File: src/rtl/a0_uart_tx.sv
// a0_uart_tx: queues every change of the core's a0 value and sends it LSB byte first as four 8N1 UART frames
`timescale 1ns/1ps
module a0_uart_tx #(
    parameter int CLKS_PER_BIT = 868,
    parameter int FIFO_DEPTH   = 8,
    parameter int DATA_WIDTH   = 32
) (
    input  logic                          clk,
    input  logic                          rst,
    input  logic [DATA_WIDTH-1:0]         a0,
    output logic                          tx,
    output logic                          busy,
    output logic                          overflow,
    output logic [$clog2(FIFO_DEPTH):0]   level
);
    localparam int PW = $clog2(FIFO_DEPTH);
    localparam int TW = $clog2(CLKS_PER_BIT);
    localparam logic [PW:0]   FULL  = FIFO_DEPTH[PW:0];
    localparam logic [TW-1:0] TLAST = TW'(CLKS_PER_BIT - 1);
    typedef enum logic [1:0] {IDLE, START, DATA, STOP} state_t;
    state_t                state, state_next;
    logic [DATA_WIDTH-1:0] prev_a0, shreg, shreg_next;
    logic [DATA_WIDTH-1:0] mem [FIFO_DEPTH];
    logic [PW-1:0]         wr_ptr, rd_ptr;
    logic [PW:0]           count;
    logic [TW-1:0]         timer, timer_next;
    logic [2:0]            bit_idx, bit_idx_next;
    logic [1:0]            byte_idx, byte_idx_next;
    logic                  push_req, push, pop, tick;
    assign push_req = a0 != prev_a0;
    assign pop      = state == IDLE && count != '0;
    // a full FIFO still takes a push when the FSM drains a word on the same edge
    assign push     = push_req && (count != FULL || pop);
    assign tick     = timer == TLAST;
    assign tx       = state == DATA ? shreg[bit_idx] : state != START;
    assign busy     = state != IDLE || count != '0;
    assign level    = count;
    always_comb begin
        state_next    = state;
        timer_next    = tick ? '0 : timer + 1'b1;
        bit_idx_next  = bit_idx;
        byte_idx_next = byte_idx;
        shreg_next    = shreg;
        case (state)
            IDLE: begin
                timer_next = '0;
                if (pop) begin
                    state_next    = START;
                    shreg_next    = mem[rd_ptr];
                    byte_idx_next = '0;
                end
            end
            START: if (tick) begin
                state_next   = DATA;
                bit_idx_next = '0;
            end
            DATA: if (tick) begin
                bit_idx_next = bit_idx + 3'd1;
                state_next   = bit_idx == 3'd7 ? STOP : DATA;
            end
            STOP: if (tick) begin
                state_next = byte_idx == 2'd3 ? IDLE : START;
                if (byte_idx != 2'd3) begin
                    byte_idx_next = byte_idx + 2'd1;
                    shreg_next    = shreg >> 8;
                end
            end
            default: state_next = IDLE;
        endcase
    end
    always_ff @(posedge clk) begin
        if (rst) begin
            state    <= IDLE;
            timer    <= '0;
            bit_idx  <= '0;
            byte_idx <= '0;
            shreg    <= '0;
            prev_a0  <= '0;
            wr_ptr   <= '0;
            rd_ptr   <= '0;
            count    <= '0;
            overflow <= 1'b0;
        end else begin
            state    <= state_next;
            timer    <= timer_next;
            bit_idx  <= bit_idx_next;
            byte_idx <= byte_idx_next;
            shreg    <= shreg_next;
            prev_a0  <= a0;
            if (push) wr_ptr <= wr_ptr + 1'b1;
            if (pop) rd_ptr <= rd_ptr + 1'b1;
            if (push != pop) count <= push ? count + 1'b1 : count - 1'b1;
            if (push_req && !push) overflow <= 1'b1;
        end
    end
    always_ff @(posedge clk) begin
        if (!rst && push) mem[wr_ptr] <= a0;
    end
endmodule

File: config.mk
export PLATFORM = sky130hd
export DESIGN_NAME = a0_uart_tx
export DESIGN_NICKNAME = d
export VERILOG_FILES = /design/src/rtl/a0_uart_tx.sv
export SDC_FILE = /design/constraint.sdc
export NUM_CORES = 1
export LEC_CHECK = 0
export ABC_AREA = 0
export CORE_MARGIN = 2
export CORE_UTILIZATION = 28
export DETAILED_ROUTE_END_ITERATION = 16
export SLEW_MARGIN = 20
export SYNTH_ARGS = -nofsm -noshare
export SYNTH_HDL_FRONTEND = slang
export SYNTH_SLANG_ARGS = --single-unit
File: constraint.sdc
create_clock -name clk -period 8.85 [get_ports clk]
set_clock_uncertainty 0.2 [all_clocks]
set_input_delay 1.77 -clock clk [delete_from_list [all_inputs] [get_ports clk]]
set_output_delay 1.77 -clock clk [all_outputs]
set_load 0.005 [all_outputs]
## Word-level counts from Yosys, hierarchy flattened

Memory sizes are Yosys's and may differ from the RTL's. A register that Yosys moved wholly into a read port is not among the register bits.
Cells that the tools add are included.

| word-level totals | value |
|---|---|
| bits in writable memories | 256 |
| memories kept | 1 |
| output and inout bits | 7 |
| register bits after elaboration | 92 |
| word-level logic and storage cells | 78 |

| cells by class | value |
|---|---|
| reduce and logical (&&, ||, !) cells | 17 |
| add/subtract/negate cells | 7 |
| equality and inequality tests | 16 |
| mux-type cells | 26 |
| $lt $le $gt $ge | 1 |

Memories:

| name | depth | bits a word | read ports | clocked after memory_dff | wr ports | line | source |
|---|---|---|---|---|---|---|---|
| mem | 8 | 32 | 1 | 1 | 1 | 23 | `logic [DATA_WIDTH-1:0] mem [FIFO_DEPTH];` |

Operator list:

| cell | number |
|---|---|
| 2-to-1 mux 32 bit | 3 |
| case mux 32 bit (2 select lines) | 1 |
| != test 32 bit | 1 |
| 2-to-1 mux 2 bit | 7 |
| 2-to-1 mux 3 bit | 4 |
| != test 2 bit, second input constant | 6 |
| adder 10 x 1 -> 10 bit, second input constant | 1 |
| == test 10 bit, second input constant | 1 |
| adder 3 x 1 -> 3 bit, second input constant | 3 |
| case mux 2 bit (4 select lines) | 1 |
| AND reduction 4 bit | 2 |
| == test 2 bit, second input constant | 3 |
| less-than comparator 3 x 6 -> 1 bit, second input constant | 1 |
| 2-to-1 mux 1 bit | 6 |
| case mux 3 bit (2 select lines) | 1 |
| nonzero test 2 bit | 3 |
| adder 4 x 1 -> 4 bit, second input constant | 1 |
| logical AND 1 bit | 4 |
| 2-to-1 mux 4 bit | 1 |
| != test 4 bit, second input constant | 1 |
| case mux 2 bit (2 select lines) | 1 |
| nonzero test 4 bit | 1 |
| subtractor 4 x 1 -> 4 bit, second input constant | 1 |
| binary-select mux 1 bit (select 3 bit) | 1 |
| other kinds (10) | 12 |

## Logic depth before layout (Yosys ltp)

| depth | value |
|---|---|
| depth after elaboration | 7 |
| depth in mapped cells | 12 |

## Worst setup path after synthesis

OpenSTA, ideal clock, no wires.

| path | value |
|---|---|
| kind | in2reg |
| from | input port a0[31] |
| to | memory mem[2][0] (enable) |
| slack | 3.325 ns |
| stages | 7 |
| arrival | 4.864 ns |
| data required time | 8.189 ns |
| path through | xor2_1 -> nor4_1 -> nand4_1 -> nor2_4 -> nor2_2 -> clkinv_2 -> nor3_1 |

| on the way | value |
|---|---|
| cells in the longest elaborated chain, start to end | 5 |

Ends and longest elaborated chain:

| what | line | source |
|---|---|---|
| start, declared | 10 | `input logic [DATA_WIDTH-1:0] a0,` |
| != test 32 bit | 30 | `assign push_req = a0 != prev_a0;` |
| logical AND 1 bit | 33 | `assign push = push_req && (count != FULL \|\| pop);` |
| logical AND 1 bit | 97 | `if (!rst && push) mem[wr_ptr] <= a0;` |
| 2-to-1 mux 1 bit | 97 |  |
| 2-to-1 mux 1 bit (implied by the code) | 97 |  |
| end, declared | 23 |  |

No other way between the ends.

## Worst setup path in the final report

| path | value |
|---|---|
| from | input port a0[24] |
| to | register count[3], in the netlist level[3] |

| on the way | value |
|---|---|
| cells in the longest elaborated chain, start to end | 3 |
| elaborated cells on any way between the ends | 4 |

Ends and longest elaborated chain:

| what | line | source |
|---|---|---|
| != test 32 bit (*) | 30 |  |
| logical AND 1 bit (*) | 33 |  |
| 2-to-1 mux 4 bit / != test 1 bit (equally long branches) | 92 | `if (push != pop) count <= push ? count + 1'b1 : count - 1'b1;` |
| end signal, assigned | 92 |  |
| end, declared | 25 | `logic [PW:0] count;` |

Mark *: on every way between the ends. The rest lies on a longest branch, timed or not.
A chain may end at the register's enable or synchronous reset.

==> metrics.md <==
| Metric | Value |
|---|---|
| Vias per Instance | `4.540` |
| Clock tree from TritonCTS | `yes` |
| Seq. cell area | `0.009595 sq mm` |
| Drt pass-1 iters | `5` |
| Syn_area_per_cell | `16.77 sq um` |
| Initial antenna violation count | `1` |
| Kind of end point of the critical path | `flop` |
| Post-CTS Resized | `0` |
| Max layer used | `met4` |
| Num rows | `82` |
| DP Area | `0.01518 sq mm` |
| DRT iter0 DRCs | `542` |
| Worst r2r src | `prev_a0[24]$_SDFF_PP0_` |
| Post-route cell area | `about 0.016 sq mm` |
| DRC violations left | `0` |
| Max Cap Viol | `0` |
| EDFF count, synth | `~260` |
| Yosys top cell area share | `54.83%` |
| Share of cells above drive strength 1 | `15.11%` |
| Crit. Startpoint | `a0[24]` |
| Comb power frac | `19.2%` |
| Clock sink count | `~350` |
| Top cells by area, synth | `edfxtp_1, dfxtp_1, mux4_1` |
| Routed length per instance | `18.89 um` |
| Hold-fix buffers, CTS | `0` |
| Num CTS Buffers | `38` |
| Worst endpoint required time | `about 9 ns` |
| Crit Path Max Fanout | `11` |
| Mux cell area share after synthesis | `16.47%` |
| Met1 Wirelength | `between 10 and 15 mm` |
| Post-synth top area cell | `edfxtp_1` |
| Total GRT Usage | `11.53%` |
| DRT Wirelength | `30.10 mm` |
| Worst path setup slack after routing | `around 3.6 ns` |
| CTS root buf | `clkbuf_16` |
| Initial Util | `28.17%` |
| Synth Flop Type | `edfxtp_1` |
| Sw frac | `27.26%` |
| RSZ-0062 raised after global routing | `false` |
| Seq/Total Area, Yosys | `approximately 68%` |
| Minimum setup slack after placement | `approximately 3.2 ns` |
| Largest family of logic cells by synthesized area | `multiplexers` |
| Clock power frac | `about a third` |
| Most frequent cell after synthesis | `edfxtp_1` |
| Adder-cell share of the synthesized area | `1.214%` |
| Final std cells w/o fill | `1593` |
| Routability cong. | `roughly 0.73` |
| Gr ovfl total | `0` |
| Arrival time worst endpoint | `5.43 ns` |
| Leakage | `5.358 nW` |
| Die area | `0.05188 sq mm` |
| Pwr per Cell Area | `258.3 mW/mm^2` |
| Startpoint Class | `primary input` |
| Synthesized cell area | `0.01402 sq mm` |
| Final setup viols | `0` |
| WHS | `0.2611 ns` |
| Vias | `about 7200` |
| Final period util | `58.93%` |
| Multi-input combinational cell area | `0.004188 sq mm` |
| Max-slew headroom | `28.37%` |
| Clock latency on the worst-skew pair | `0.55 ns` |
| Final Hold Fails | `0` |
| Flop pwr share | `45.9%` |
| Fillers | `between 4000 and 5000` |
| Compound-Gate Fraction of Synth Area | `2.481%` |
| I/O pin cnt | `41` |
| Switching power total | `1.151 mW` |
| CTS H-tree lvls | `2` |
| Met3 routed WL | `1.375 mm` |
| Die Height | `227.8 um` |
| Seq cells post-synth | `351` |
| NumNets Final | `between 900 and 1000` |
| Slew @ Worst Pin | `roughly 1.1 ns` |
| HP Class | `flop to flop` |
| Antenna-violating nets left | `0` |
| First-pass GRT wire length | `45.92 mm` |
| Syn Nets | `883` |
| Ys Warns | `0` |
| VDD IR-drop max | `~0.15 mV` |
| Die Wd | `227.8 um` |
| Post-Synth XOR/XNOR Area | `roughly 2.7%` |
| Min-Delay Startpoint | `overflow$_SDFFE_PP0P_` |
| Async set or reset register ratio after synthesis | `0%` |
| CTS Buffer Depth | `3` |
| Pins over their slew limit | `0` |
| Pin count of the biggest net entering global routing | `69` |
| DR WL met2 | `14.64 mm` |
| Fmax | `191.7 MHz` |
| Crit Path Class | `primary input to flop` |
| Status | `finished clean` |
| Area Overhead vs Synth | `16.58%` |
| Post-layout util | `approximately 33%` |
| Setup Buffers After CTS | `0` |
| Core area | `about 0.050 sq mm` |
| Yosys cell types | `51` |
| DP HPWL | `approximately 17 mm` |
| Final Critical Period | `approximately 5.2 ns` |
| Commonest cells post-synth | `edfxtp_1, dfxtp_1, nor2_1, mux4_1, a21oi_1` |
| Int Pwr | `3.071 mW` |
| Inst Count DP | `1524` |
| Port Buffer Count | `40` |
| Synth Area in Simple Gates | `6.756%` |
| Clock transition at the registers of the reported paths | `0.05 ns` |
| Vias in the first global route | `7395` |
| Synthesized instance count | `836` |
| Setup TNS | `0 ns` |
| Power, Total | `4.222 mW` |
[area by class of cell]
cell class              count  area share, %
diodes                      1        0.01531
clock buffers              57          6.499
clock inverters            11         0.6048
inverters                   6         0.1454
multi-input cells         437          25.62
flip-flops and latches    351          58.71
well taps                 672          5.144
repair buffers             58          3.261
[flip-flops by register name (all words and copies together) (netlist names), named ones only]
signal    count
state         2
mem         256
wr_ptr        3
level         4
overflow      1
prev_a0      32
rd_ptr        3
byte_idx      2
shreg        32
bit_idx       3
timer        10
[critical path, cell delays in order]
cell	delay [ns]
clkdlybuf4s50_1	0.56
xor2_1	0.22
nor4_1	0.73
nand4_2	0.37
nor2_4	0.32
nor2_2	0.09
clkinv_2	0.18
ha_1	0.28
a21o_1	0.19
a21oi_1	0.21
and2_1	0.17
a2bb2oi_2	0.06
mux2_2	0.27
[placed cells by master, fill, tap and decap left out, types with 4 or more instances in the layout]
cell / count
buf_4: 19
nor2b_1: 36
xnor2_1: 5
ha_1: 11
nor2_1: 87
edfxtp_1: 256
a21oi_1: 41
clkbuf_1: 15
inv_1: 5
nand2b_1: 4
mux4_1: 42
nand2_1: 16
dfxtp_1: 92
nor3_2: 6
mux4_2: 24
clkdlybuf4s50_1: 39
mux2_2: 26
clkbuf_8: 4
clkbuf_16: 38
xor2_1: 38
nor3_1: 13
nor4_1: 9
clkinv_2: 5
mux2i_1: 36
nand3_1: 4
[worst paths after layout]
path | end | slack (ns) | depth (start not counted)
worst min-delay path | overflow$_SDFFE_PP0P_ | 0.26 | 2
worst max register to register | level[3]$_SDFFE_PP0P_ | 5.17 | 12
worst max-delay path | level[3]$_SDFFE_PP0P_ | 3.63 | 13
worst min register to register | overflow$_SDFFE_PP0P_ | 0.26 | 2
[power by group through the flow]
stage | combinational [mW] | clock [mW] | sequential (mW)
4_1_cts | 0.826 | 1.51 | 1.94
3_3_place_gp | 0.813 | 0 | 1.97
3_5_place_dp | 0.821 | 0 | 1.97
5_1_grt | 0.893 | 1.58 | 1.95
2_1_floorplan | 0.651 | 0 | 1.93
6_report | 0.811 | 1.47 | 1.94
[routing by layer]
metal  track usage [%]  vias to the layer above
met5                 0                        -
met4             2.919                        0
met3             2.463                       45
met2             19.39                      150
met1             15.12                     3710
li1                  -                     3328
[kinds of logic after synthesis]
family	count (synthesis)
buffers and inverters	48
AO/OA/AOI/OAI	58
XOR/XNOR	43
adder cells (fa/ha/maj)	13
AND/OR/NAND/NOR	194
flip-flops	351
multiplexers	129
Power figures use the tool's default switching activity.
